--- src/rtl/bldc_commutation_controller.sv ---
// Six-step BLDC commutation: hall sector + direction -> dead-timed, PWM-gated bridge pattern with
// sticky invalid-hall/stall faults. Optional brake via `BLDC_COMMUTATION_BRAKE_EN. direction_cmd: 01 CW, 10 CCW, else coast.
module bldc_commutation_controller #(
    parameter int clk_freq_hz        = 27_000_000,
    parameter int dead_time_ticks    = 27,
    parameter int invalid_hall_ticks = 270,
    parameter int stall_ms           = 500,
    parameter int timer_width        = 32
) (
    input  logic       sys_clk,
    input  logic       reset_n,
    input  logic       enable,
    input  logic [1:0] direction_cmd,
    input  logic [2:0] sector,
    input  logic       pwm,
    input  logic       brake,
    output logic [2:0] gate_hi,
    output logic [2:0] gate_lo,
    output logic [2:0] state,
    output logic       fault_invalid_hall,
    output logic       fault_stall
);
    localparam logic [1:0]             DIR_CW    = 2'b01;
    localparam logic [1:0]             DIR_CCW   = 2'b10;
    localparam logic [timer_width-1:0] DT_LAST   = timer_width'(dead_time_ticks - 1);
    localparam logic [timer_width-1:0] INV_LIM   = timer_width'(invalid_hall_ticks);
    localparam logic [timer_width-1:0] STALL_LIM = timer_width'(clk_freq_hz / 1000 * stall_ms);
    localparam logic [timer_width-1:0] CNT_MAX   = '1;
    // Patterns are packed {lo[2:0], hi[2:0]}
    localparam logic [5:0]             PAT_OFF   = 6'b000_000;
    localparam logic [5:0]             PAT_BRAKE = 6'b111_000;

    typedef enum logic [2:0] {
        S_IDLE  = 3'd0,
        S_DEAD  = 3'd1,
        S_RUN   = 3'd2,
        S_BRAKE = 3'd3,
        S_FAULT = 3'd4
    } state_t;

    state_t                 state_q, state_d;
    logic [5:0]             tgt_q, tgt_d, target;
    logic [timer_width-1:0] dcnt_q, dcnt_d, inv_cnt_q, inv_cnt_d, stall_cnt_q, stall_cnt_d;
    logic [2:0]             sector_prev_q, hi_q, hi_d, lo_q, lo_d, ccw_idx;
    logic                   fi_q, fi_d, fs_q, fs_d, inv_hit, stall_hit, brake_req;

    function automatic logic [5:0] cw_pat(input logic [2:0] s);
        case (s)
            3'd0:    cw_pat = {3'b010, 3'b001};
            3'd1:    cw_pat = {3'b100, 3'b001};
            3'd2:    cw_pat = {3'b100, 3'b010};
            3'd3:    cw_pat = {3'b001, 3'b010};
            3'd4:    cw_pat = {3'b001, 3'b100};
            3'd5:    cw_pat = {3'b010, 3'b100};
            default: cw_pat = PAT_OFF;
        endcase
    endfunction

    function automatic logic [timer_width-1:0] sat_inc(input logic [timer_width-1:0] v);
        return (v == CNT_MAX) ? v : v + timer_width'(1);
    endfunction

`ifdef BLDC_COMMUTATION_BRAKE_EN
    assign brake_req = brake;
`else
    assign brake_req = brake & 1'b0;
`endif

    assign ccw_idx = (sector >= 3'd3) ? sector - 3'd3 : sector + 3'd3;

    always_comb begin
        target = PAT_OFF;
        if (enable) begin
            if (brake_req)
                target = PAT_BRAKE;
            else if (sector <= 3'd5 && direction_cmd == DIR_CW)
                target = cw_pat(sector);
            else if (sector <= 3'd5 && direction_cmd == DIR_CCW)
                target = cw_pat(ccw_idx);
        end
    end

    assign inv_cnt_d   = (enable && sector == 3'd7) ? sat_inc(inv_cnt_q) : '0;
    assign stall_cnt_d = (state_q == S_RUN && sector == sector_prev_q) ? sat_inc(stall_cnt_q) : '0;
    assign inv_hit     = enable && sector == 3'd7 && inv_cnt_d >= INV_LIM;
    assign stall_hit   = stall_cnt_d > STALL_LIM;

    always_comb begin
        state_d = state_q;
        tgt_d   = tgt_q;
        dcnt_d  = dcnt_q;
        fi_d    = fi_q;
        fs_d    = fs_q;
        if (state_q == S_FAULT) begin
            if (!enable) begin
                state_d = S_IDLE;
                fi_d    = 1'b0;
                fs_d    = 1'b0;
            end
        end else if (inv_hit || stall_hit) begin
            state_d = S_FAULT;
            tgt_d   = PAT_OFF;
            dcnt_d  = '0;
            fi_d    = fi_q | inv_hit;
            fs_d    = fs_q | stall_hit;
        end else begin
            case (state_q)
                S_IDLE: if (target != PAT_OFF) begin
                    state_d = S_DEAD;
                    tgt_d   = target;
                    dcnt_d  = '0;
                end
                // A target change mid dead time restarts the full dead interval
                S_DEAD: if (target != tgt_q) begin
                    tgt_d  = target;
                    dcnt_d = '0;
                end else if (dcnt_q >= DT_LAST) begin
                    dcnt_d = '0;
                    if (tgt_q == PAT_OFF)        state_d = S_IDLE;
                    else if (tgt_q == PAT_BRAKE) state_d = S_BRAKE;
                    else                         state_d = S_RUN;
                end else begin
                    dcnt_d = sat_inc(dcnt_q);
                end
                S_RUN, S_BRAKE: if (target != tgt_q) begin
                    state_d = S_DEAD;
                    tgt_d   = target;
                    dcnt_d  = '0;
                end
                default: state_d = S_IDLE;
            endcase
        end
    end

    // Gates follow the next state so only RUN/BRAKE ever drive; hi is masked by lo as a last guard
    always_comb begin
        hi_d = 3'b000;
        lo_d = 3'b000;
        if (state_d == S_RUN) begin
            lo_d = tgt_d[5:3];
            hi_d = tgt_d[2:0] & {3{pwm}} & ~tgt_d[5:3];
        end else if (state_d == S_BRAKE) begin
            lo_d = 3'b111;
        end
    end

    always_ff @(posedge sys_clk or negedge reset_n) begin
        if (!reset_n) begin
            state_q       <= S_IDLE;
            tgt_q         <= PAT_OFF;
            dcnt_q        <= '0;
            inv_cnt_q     <= '0;
            stall_cnt_q   <= '0;
            sector_prev_q <= 3'd0;
            hi_q          <= 3'b000;
            lo_q          <= 3'b000;
            fi_q          <= 1'b0;
            fs_q          <= 1'b0;
        end else begin
            state_q       <= state_d;
            tgt_q         <= tgt_d;
            dcnt_q        <= dcnt_d;
            inv_cnt_q     <= inv_cnt_d;
            stall_cnt_q   <= stall_cnt_d;
            sector_prev_q <= sector;
            hi_q          <= hi_d;
            lo_q          <= lo_d;
            fi_q          <= fi_d;
            fs_q          <= fs_d;
        end
    end

    assign gate_hi            = hi_q;
    assign gate_lo            = lo_q;
    assign state              = state_q;
    assign fault_invalid_hall = fi_q;
    assign fault_stall        = fs_q;
endmodule

--- config.mk ---
export PLATFORM = sky130hd
export DESIGN_NAME = bldc_commutation_controller
export DESIGN_NICKNAME = d
export VERILOG_FILES = /design/src/rtl/bldc_commutation_controller.sv
export SDC_FILE = /design/constraint.sdc
export NUM_CORES = 1
export LEC_CHECK = 0
export CAP_MARGIN = 5
export CORE_ASPECT_RATIO = 2
export CORE_MARGIN = 2
export CORE_UTILIZATION = 60
export CTS_BUF_LIST = sky130_fd_sc_hd__clkbuf_8
export DETAILED_ROUTE_END_ITERATION = 8
export PLACE_DENSITY = 0.85
export SLEW_MARGIN = 5
export SYNTH_ARGS = -nofsm -noshare
export SYNTH_HDL_FRONTEND = slang
export SYNTH_SLANG_ARGS = --single-unit
--- constraint.sdc ---
create_clock -name sys_clk -period 10.5 [get_ports sys_clk]
set_clock_uncertainty 0.05 [all_clocks]
set_input_delay 2.1 -clock sys_clk [delete_from_list [all_inputs] [get_ports sys_clk]]
set_output_delay 2.1 -clock sys_clk [all_outputs]
set_load 0.005 [all_outputs]
Yosys cells after proc, flatten, opt, wreduce, memory -nomap -nowiden
Cells that the tools add are included.
{"block": "totals", "out_inout_bits": 11, "inputBits": 10, "register_bits": 116, "elab_cells": 112}
{"block": "classes", "mux": 40, "reduce_logical": 17, "order_cmp": 5, "n_addsub": 5, "eq_ne": 29, "n_bitwise": 6}
{"cell": "2-to-1 mux 32 bit", "n": 10}
{"cell": "adder 32 x 1 -> 32 bit (second input constant)", "n": 3}
{"cell": "== test 32 bit (second input constant)", "n": 3}
{"cell": "one-hot mux 32 bit (3 select lines)", "n": 1}
{"cell": "one-hot mux 6 bit (6 select lines)", "n": 2}
{"cell": "2-to-1 mux 6 bit", "n": 7}
{"cell": "2-to-1 mux 3 bit", "n": 11}
{"cell": ">= comparator 32 x 5 -> 1 bit (second input constant)", "n": 1}
{"cell": ">= comparator 32 x 9 -> 1 bit (second input constant)", "n": 1}
{"cell": "greater-than comparator 32 x 24 -> 1 bit (second input constant)", "n": 1}
{"cell": "== test 3 x 2 -> 1 bit (second input constant)", "n": 8}
{"cell": "== test 3 bit (second input constant)", "n": 6}
{"cell": "one-hot mux 6 bit (2 select lines)", "n": 1}
{"cell": "== test 3 x 1 -> 1 bit (second input constant)", "n": 3}
{"cell": "logical NOT 3 bit", "n": 3}
{"cell": "one-hot mux 3 bit (3 select lines)", "n": 1}
{"cell": "bitwise AND 3 bit", "n": 2}
{"cell": "== test 6 bit (second input constant)", "n": 1}
{"cell": "logical NOT 6 bit", "n": 1}
{"cell": "2-to-1 mux 1 bit", "n": 6}
{"cell": "!= test 3 bit (second input constant)", "n": 2}
{"cell": "!= test 6 bit", "n": 1}
{"cell": "nonzero test 6 bit", "n": 1}
{"cell": "logical AND 1 bit", "n": 5}
{"cell": "other kinds (20)", "n": 21}

Logic depth before layout (Yosys ltp)
Gate-level depths: netlist of run 1.
{"block": "logic_depth", "word_depth": 15, "depth_mapped": 16, "mapped_depth_nobuf": 12}

Least setup slack after synthesis of run 1
No wires, ideal clock.
{"block": "synth_timing", "path_kind": "input port to flip-flop", "start": "in sector[2]", "end": "reg dcnt_q[0]", "setup_slack_ns": 5.337, "n_path_buf": 2, "setup_ns": 0.064, "required_ns": 10.386, "arrival_ns": 5.049, "cell_stages": 14, "path_cell_list": "buf_2 -> inv_1 -> ha_1 -> a211oi_4 -> mux2i_1 -> o21ai_0 -> a2111oi_0 -> a2bb2oi_1 -> or3_1 -> nor3b_1 -> o211ai_2 -> o21ai_4 -> buf_6 -> mux2_2"}
{"block": "synth_between", "elab_chain_len": 11, "elab_cells_between_ends": 44, "classes_between": "add/sub (2); order compare (4); eq/ne (16); mux (11); reduce/logical (11)"}
{"item": "start: declaration", "line_no": "14", "source": "input logic [2:0] sector,"}
{"item": "adder 3 x 2 -> 3 bit (tied with other cells)", "line_no": "69", "source": "assign ccw_idx = (sector >= 3'd3) ? sector - 3'd3 : sector + 3'd3;"}
{"item": "2-to-1 mux 3 bit", "line_no": "69"}
{"item": "== test 3 bit (tied with other cells)", "line_no": "48", "source": "case (s)"}
{"item": "one-hot mux 6 bit (6 select lines)", "line_no": "48"}
{"item": "2-to-1 mux 6 bit", "line_no": "78", "source": "else if (sector <= 3'd5 && direction_cmd == DIR_CCW)"}
{"item": "2-to-1 mux 6 bit", "line_no": "76", "source": "else if (sector <= 3'd5 && direction_cmd == DIR_CW)"}
{"item": "2-to-1 mux 6 bit", "line_no": "73", "source": "if (enable) begin"}
{"item": "!= test 6 bit", "line_no": "114, 125"}
{"item": "2-to-1 mux 32 bit", "line_no": "114", "source": "S_DEAD: if (target != tgt_q) begin"}
{"item": "one-hot mux 32 bit (3 select lines)", "line_no": "107", "source": "case (state_q)"}
{"item": "2-to-1 mux 32 bit", "line_no": "100", "source": "end else if (inv_hit || stall_hit) begin"}
{"item": "end signal: assignment", "line_no": "162", "source": "dcnt_q <= dcnt_d;"}
{"item": "end: declaration", "line_no": "43", "source": "logic [timer_width-1:0] dcnt_q, dcnt_d, inv_cnt_q, inv_cnt_d, stall_cnt_q, stall_cnt_d;"}
Several ways; a longest one is shown, not always the timed one.
A chain may end at the register's enable or synchronous reset.

Worst setup path in the final report of run 1
Same ends and word-level chain as after synthesis.

==> impl_metrics.env, run 1 <==
export IMPL_outcome="finished, final reports clean"
export IMPL_rrSetupSlack_ns=5.77
export IMPL_insertedDiodeCount=0
export IMPL_seq_area_um2=2900
export IMPL_p_sw_mw=0.249
export IMPL_grt_start_max_net_pins=89
export IMPL_cts_buffers=17
export IMPL_dp_cells=875
export IMPL_clock_latency_ns=0.45
export IMPL_yosys_area_share_adder_pct=2.68
export IMPL_nNetsFinal=777
export IMPL_grt_pass1_wl_um=28400
export IMPL_post_route_min_period_ns=6.28
export IMPL_synth_xor_xnor_area_share_pct=5.88
export IMPL_fin_ws_ns=4.22
export IMPL_max_vdd_ir_drop_uv=111
export IMPL_cts_resized=0
export IMPL_remaining_drc_errors=0
export IMPL_synth_area_um2=7000
export IMPL_h_tree_depth=4
export IMPL_r2r_end="dcnt_q[0]"
export IMPL_final_cells=907
export IMPL_worst_slew_pin_transition_ns=1.08
export IMPL_ys_seq_elements=116
export IMPL_hold_start="dcnt_q[29]"
export IMPL_slowest_stage="clkdlybuf4s50_1"
export IMPL_port_buffers=19
export IMPL_area_growth_pct=8.29
export IMPL_async_flop_share_pct=100
export IMPL_synthDistinctLibCells=84
export IMPL_yosys_warnings=0
export IMPL_reg2reg_depth=11
export IMPL_cp_max_fo=32
export IMPL_die_x_um=80.4
export IMPL_critical_path_arrival_ns=6.62
export IMPL_cts_root_buffer="clkbuf_8"
export IMPL_finalCritPeriodShare_pct=59.8
export IMPL_antenna_found_initial=0
export IMPL_synth_cells=744
export IMPL_drv_cap=0
export IMPL_fmax_mhz=159
export IMPL_worstHoldPathCells=1
export IMPL_cpPeakStageDelay_ns=0.77
export IMPL_syn_avg_cell_area_um2=9.41
export IMPL_cp_start_kind="primary input"
export IMPL_start_util_pct=61.7
export IMPL_synth_compound_area_share_pct=15.0
export IMPL_reg2reg_from="inv_cnt_q[0]"
export IMPL_swShare_pct=27.3
export IMPL_post_cts_setup_buffers=0
export IMPL_place_area_um2=7210
export IMPL_rows=55
export IMPL_hold_viol=0
export IMPL_rsz0062_at_grt="false"
export IMPL_slew_headroom_pct=27.9
export IMPL_dieArea_um2=12600
export IMPL_layout_drive_gt1_share_pct=10.5
export IMPL_grt_overflow=0
export IMPL_power_density_nw_per_um2=120
export IMPL_cts_tree="done"
export IMPL_final_cell_area_um2=7580
export IMPL_synth_area_mux_share_pct=1.45
export IMPL_synth_simple_gate_area_share_pct=29.6
export IMPL_drv_slew=0
export IMPL_viasPerCell=6.51
export IMPL_power_internal_mw=0.663
export IMPL_nFillCells=893
export IMPL_place_ws_ns=3.82
export IMPL_clkPwrFrac_pct=43.1
export IMPL_synth_top_family_by_area="simple AND/OR/NAND/NOR gates"
export IMPL_globalplace_congestion=0.924
export IMPL_dp_hpwl_um=12000
export IMPL_path_cells="clkdlybuf4s50_1 -> inv_1 -> ha_1 -> a211oi_4 -> mux2i_1 -> o21ai_0 -> a2111oi_0 -> a2bb2oi_1 -> or3_1 -> nor3b_1 -> o211ai_2 -> o21ai_4 -> mux2_2"
export IMPL_firstDrtPassIters=5
export IMPL_crit_path_end_kind="flip-flop"
export IMPL_wl_per_cell_um=18.9
export IMPL_synth_nets=769
export IMPL_ant_nets=0
export IMPL_multi_input_area_um2=3820
export IMPL_min_to="dcnt_q[29]"
export IMPL_postCtsHoldBufs=0
export IMPL_grtUsageTotal_pct=28.9
export IMPL_core_um2=11400
export IMPL_p_comb_share_pct=6.5
export IMPL_seqPwrFrac_pct=50.4
export IMPL_fin_setup_tns_ns=0
export IMPL_clockBufferDepth=2
export IMPL_hp_class="reg -> reg"
export IMPL_clk_pin_slew_ns=0.08
export IMPL_route_final_wire_length_um=17100
export IMPL_fp_dieH_um=157
export IMPL_synth_edff_count=0
export IMPL_pin_count=21
export IMPL_p_leak_nw=3.10
export IMPL_finalSetupViolations=0
export IMPL_crit_required_ns=10.84
export IMPL_path_class="in -> reg"
export IMPL_drt_iter0_markers=303
export IMPL_vias=5907
export IMPL_grt_pass1_vias=6146
export IMPL_ys_seq_area_share_pct=41.5
export IMPL_clock_sinks=116
export IMPL_ys_flop_type="dfrtp_1"
-- Yosys cell counts, drive strengths merged, types with 3 or more instances --
library cell | number | area share (%)
a211oi | 4 | 0.75
a21oi | 32 | 2.3
a221o | 4 | 0.57
a22oi | 3 | 0.32
a2bb2oi | 5 | 0.98
a31o | 3 | 0.50
a31oi | 12 | 1.3
a41oi | 4 | 0.50
and2 | 33 | 2.9
and3 | 8 | 0.71
and4 | 13 | 1.6
buf | 19 | 1.8
clkbuf | 14 | 0.77
dfrtp | 116 | 41
ha | 15 | 2.7
inv | 26 | 1.4
mux2i | 9 | 1.3
nand2 | 53 | 2.9
nand2b | 8 | 0.71
nand3 | 33 | 2.4
nand4 | 30 | 3.5
nor2 | 81 | 4.5
nor2b | 12 | 1.1
nor3 | 21 | 1.7
nor3b | 4 | 0.43
nor4 | 21 | 2.6
nor4b | 5 | 0.98
o2111ai | 3 | 0.38
o211ai | 4 | 0.57
o21ai | 36 | 2.7
o22ai | 3 | 0.27
o31ai | 4 | 0.43
o41ai | 3 | 0.38
or3 | 17 | 1.5
or4 | 9 | 1.1
xnor2 | 27 | 3.4
xor2 | 20 | 2.5
-- flip-flops by register name, summed over array words and instances, names as in the netlist --
signal and count:
gate_hi 3, stall_cnt_q 32, inv_cnt_q 32, state 3
gate_lo 3, tgt_q 6, dcnt_q 32, fault_invalid_hall 1
sector_prev_q 3, fault_stall 1
-- worst max-delay path, delay by kind of cell --
kind | cells | cell delay (ns)
buf+inv | 2 | 0.93
simple gates | 2 | 0.75
mux | 2 | 0.51
compound gates | 6 | 2.04
fa+ha+maj | 1 | 0.28
-- stage by stage --
stage	utilization (%)	power [mW]	hold WS [ns]
after floorplan	-	0.501	0.404
after global placement	63.5	0.522	0.420
after detailed placement	63.5	0.526	0.422
after CTS	66.8	0.916	0.443
after global routing	66.8	0.946	0.469
final	66.8	0.913	0.436
-- layout by cell type (no fill, tap or decap), types with 4 or more instances in the layout --
master	count
a21oi_1	31
a221o_1	4
a2bb2oi_2	4
a31oi_1	11
a41oi_1	4
and2_1	32
and3_1	8
and4_1	12
buf_4	4
clkbuf_8	17
clkdlybuf4s50_1	18
clkinv_4	4
clkinvlp_4	4
dfrtp_1	116
ha_1	15
inv_1	27
mux2i_1	9
nand2_1	51
nand2b_1	8
nand3_1	32
nand4_1	25
nor2_1	78
nor2b_1	12
nor3_1	18
nor3b_1	4
nor4_1	17
nor4b_2	4
o21ai_0	33
o31ai_1	4
or3_1	17
or4_1	7
xnor2_1	27
xor2_1	20
-- metal layers --
| metal | share of wire, % | routed length (µm) | global-route usage, % |
|---|---|---|---|
| met1 | 36 | 6120 | 29.5 |
| met2 | 55 | 9450 | 52.3 |
| met3 | 3.5 | 606 | 5.13 |
| met4 | 5.4 | 925 | 18.4 |
| met5 | 0 | 0 | 0 |
-- power by group through the flow --
stage / registers, mW / logic (mW) / clock network, mW
4_1_cts: 0.459 / 0.0590 / 0.398
2_1_floorplan: 0.466 / 0.0356 / 0
3_3_place_gp: 0.467 / 0.0548 / 0
6_report: 0.460 / 0.0592 / 0.394
3_5_place_dp: 0.467 / 0.0581 / 0
5_1_grt: 0.460 / 0.0658 / 0.420
-- how the worst max path moves through the flow --
stage	endpoint	cells past startpoint	from	slack, ns
floorplan	dcnt_q[0]	14	sector[2]	5.34
global placement	dcnt_q[0]	13	sector[2]	4.00
detailed placement	dcnt_q[0]	13	sector[2]	3.82
CTS	dcnt_q[0]	13	sector[2]	4.25
global route	dcnt_q[3]	13	sector[2]	3.91
finish	dcnt_q[0]	13	sector[2]	4.22
-- cell type report --
cell class,instances,area share [%]
clock buffer,17,3.09
timing repair buffer,22,2.77
inverter,26,1.29
tap,142,2.34
clock inverter,15,1.78
multi-input combinational,569,50.4
sequential,116,38.3
-- logic make-up (layout without fill, tap and decap cells) --
group / after synthesis / count (layout)
xor+xnor: 47 / 47
flops: 116 / 116
fa+ha+maj: 15 / 15
simple gates: 354 / 354
mux: 10 / 10
buf+inv: 59 / 80
compound gates: 143 / 143
No activity file was read; power rests on OpenSTA's default activity.
==> run 2: changes to the inputs <==
--- a/config.mk
+++ b/config.mk
@@ -8,10 +8,10 @@
 export CAP_MARGIN = 5
 export CORE_ASPECT_RATIO = 2
 export CORE_MARGIN = 2
-export CORE_UTILIZATION = 60
+export CORE_UTILIZATION = 58
 export CTS_BUF_LIST = sky130_fd_sc_hd__clkbuf_8
 export DETAILED_ROUTE_END_ITERATION = 8
-export PLACE_DENSITY = 0.85
+export PLACE_DENSITY = 0.86
 export SLEW_MARGIN = 5
 export SYNTH_ARGS = -nofsm -noshare
 export SYNTH_HDL_FRONTEND = slang
==> constraint.sdc (replaced) <==
create_clock -name sys_clk -period 5.5 [get_ports sys_clk]
set_clock_uncertainty 0.05 [all_clocks]
set_input_delay 1.1 -clock sys_clk [delete_from_list [all_inputs] [get_ports sys_clk]]
set_output_delay 1.1 -clock sys_clk [all_outputs]
set_load 0.005 [all_outputs]
==> impl_metrics.env, run 2 (synthesis results as in run 1) <==
export IMPL_outcome="finished, final reports clean"
export IMPL_finalSetupViolations=0
export IMPL_grt_overflow=0
export IMPL_hold_viol=0
export IMPL_clock_latency_ns=0.45
export IMPL_multi_input_area_um2=3820
export IMPL_vias=5893
export IMPL_nNetsFinal=784
export IMPL_fmax_mhz=209
export IMPL_cp_max_fo=11
export IMPL_max_vdd_ir_drop_uv=268
export IMPL_start_util_pct=59.5
export IMPL_pin_count=21
export IMPL_route_final_wire_length_um=17200
export IMPL_finalCritPeriodShare_pct=87.1
export IMPL_reg2reg_from="inv_cnt_q[0]"
export IMPL_post_route_util_pct=65.4
export IMPL_port_buffers=19
export IMPL_worstHoldPathCells=1
export IMPL_clock_sinks=116
export IMPL_viasPerCell=6.43
export IMPL_dp_hpwl_um=12300
export IMPL_cp_start_kind="primary input"
export IMPL_most_common_layout_cells="dfrtp_1 (116), nor2_1 (78), nand2_1 (51)"
export IMPL_postCtsHoldBufs=0
export IMPL_cts_resized=0
export IMPL_drv_cap=0
export IMPL_cts_root_buffer="clkbuf_8"
export IMPL_insertedDiodeCount=0
export IMPL_ant_nets=0
export IMPL_power_density_nw_per_um2=238
export IMPL_firstDrtPassIters=5
export IMPL_crit_path_end_kind="flip-flop"
export IMPL_area_growth_pct=9.94
export IMPL_wl_per_cell_um=18.8
export IMPL_reg2reg_depth=11
export IMPL_fin_setup_tns_ns=0
export IMPL_h_tree_depth=4
export IMPL_drv_slew=0
export IMPL_cts_buffers=17
export IMPL_crit_required_ns=5.83
export IMPL_critical_path_arrival_ns=5.12
export IMPL_path_class="in -> reg"
export IMPL_slew_headroom_pct=40.6
export IMPL_clockBufferDepth=2
export IMPL_core_um2=11800
export IMPL_worst_slew_pin_transition_ns=0.890
export IMPL_rsz0062_at_grt="false"
export IMPL_die_x_um=81.7
export IMPL_antenna_found_initial=0
export IMPL_p_leak_nw=3.17
export IMPL_dieArea_um2=13000
export IMPL_grt_pass1_wl_um=28500
export IMPL_rows=56
export IMPL_hold_start="dcnt_q[31]"
export IMPL_cts_tree="done"
export IMPL_grt_pass1_vias=6177
export IMPL_remaining_drc_errors=0
export IMPL_grt_start_max_net_pins=69
export IMPL_clk_pin_slew_ns=0.08
export IMPL_post_route_min_period_ns=4.79
export IMPL_drt_iter0_markers=377
export IMPL_fp_dieH_um=159
export IMPL_hp_class="reg -> reg"
export IMPL_hold_slack_ns=0.454
export IMPL_startpoint="sector[0]"
export IMPL_layout_drive_gt1_share_pct=11.4
export IMPL_grtUsageTotal_pct=28.1
export IMPL_final_common_cell="dfrtp_1"
export IMPL_post_cts_setup_buffers=0
export IMPL_reg_top3="dcnt_q x32, inv_cnt_q x32, stall_cnt_q x32"
export IMPL_globalplace_congestion=0.934
export IMPL_nFillCells=882
export IMPL_seq_area_um2=2900
## run 2: worst max-delay path: stages
cell,delay (ns)
clkdlybuf4s50_1,0.56
ha_1,0.35
ha_1,0.24
a211oi_4,0.30
mux2i_1,0.24
o21ai_0,0.17
a2111oi_0,0.47
a2bb2oi_1,0.12
or3_1,0.45
nor4_1,0.30
inv_1,0.14
nor2_2,0.44
mux2_2,0.25
## run 2: cell type report
cell class / instances / share of cell area, %
Clock buffer: 17 / 3.04
Clock inverter: 15 / 2.36
Inverter: 26 / 1.27
Multi-Input combinational cell: 569 / 49.7
Sequential cell: 116 / 37.7
Tap cell: 145 / 2.36
Timing Repair Buffer: 29 / 3.58
## run 2: layer usage
metal | global-route usage [%] | vias to the layer above | part of all wire [%]
met5 | 0 | - | 0
met3 | 6.24 | 73 | 3.8
met4 | 17.8 | 0 | 5.7
met2 | 50.0 | 190 | 55
li1 | - | 2757 | -
met1 | 28.2 | 2873 | 36
## run 2: final timing paths
kind | to | slack (ns)
max | dcnt_q[0] | 0.71
min | dcnt_q[31] | 0.45
max reg2reg | dcnt_q[0] | 0.93
min reg2reg | dcnt_q[31] | 0.45
max in group asynchronous | dcnt_q[0] | 3.52
min in group asynchronous | inv_cnt_q[16] | 0.71
## run 2: per-stage QoR
step / cells / cell area (µm²) / setup slack, ns / power (mW)
after global routing: 917 / 7700 / 0.411 / 1.89
after global placement: 885 / 7280 / 0.354 / 0.999
after floorplan: 744 / 7000 / 1.34 / 0.957
final: 917 / 7700 / 0.711 / 1.83
after CTS: 917 / 7700 / 0.730 / 1.84
after detailed placement: 885 / 7280 / 0.277 / 1.01
## run 2: where the power goes
| part | switching, mW | internal, mW |
|---|---|---|
| sequential | 0.0130 | 0.863 |
| combinational | 0.0680 | 0.0459 |
| clock | 0.419 | 0.425 |
| total | 0.500 | 1.33 |
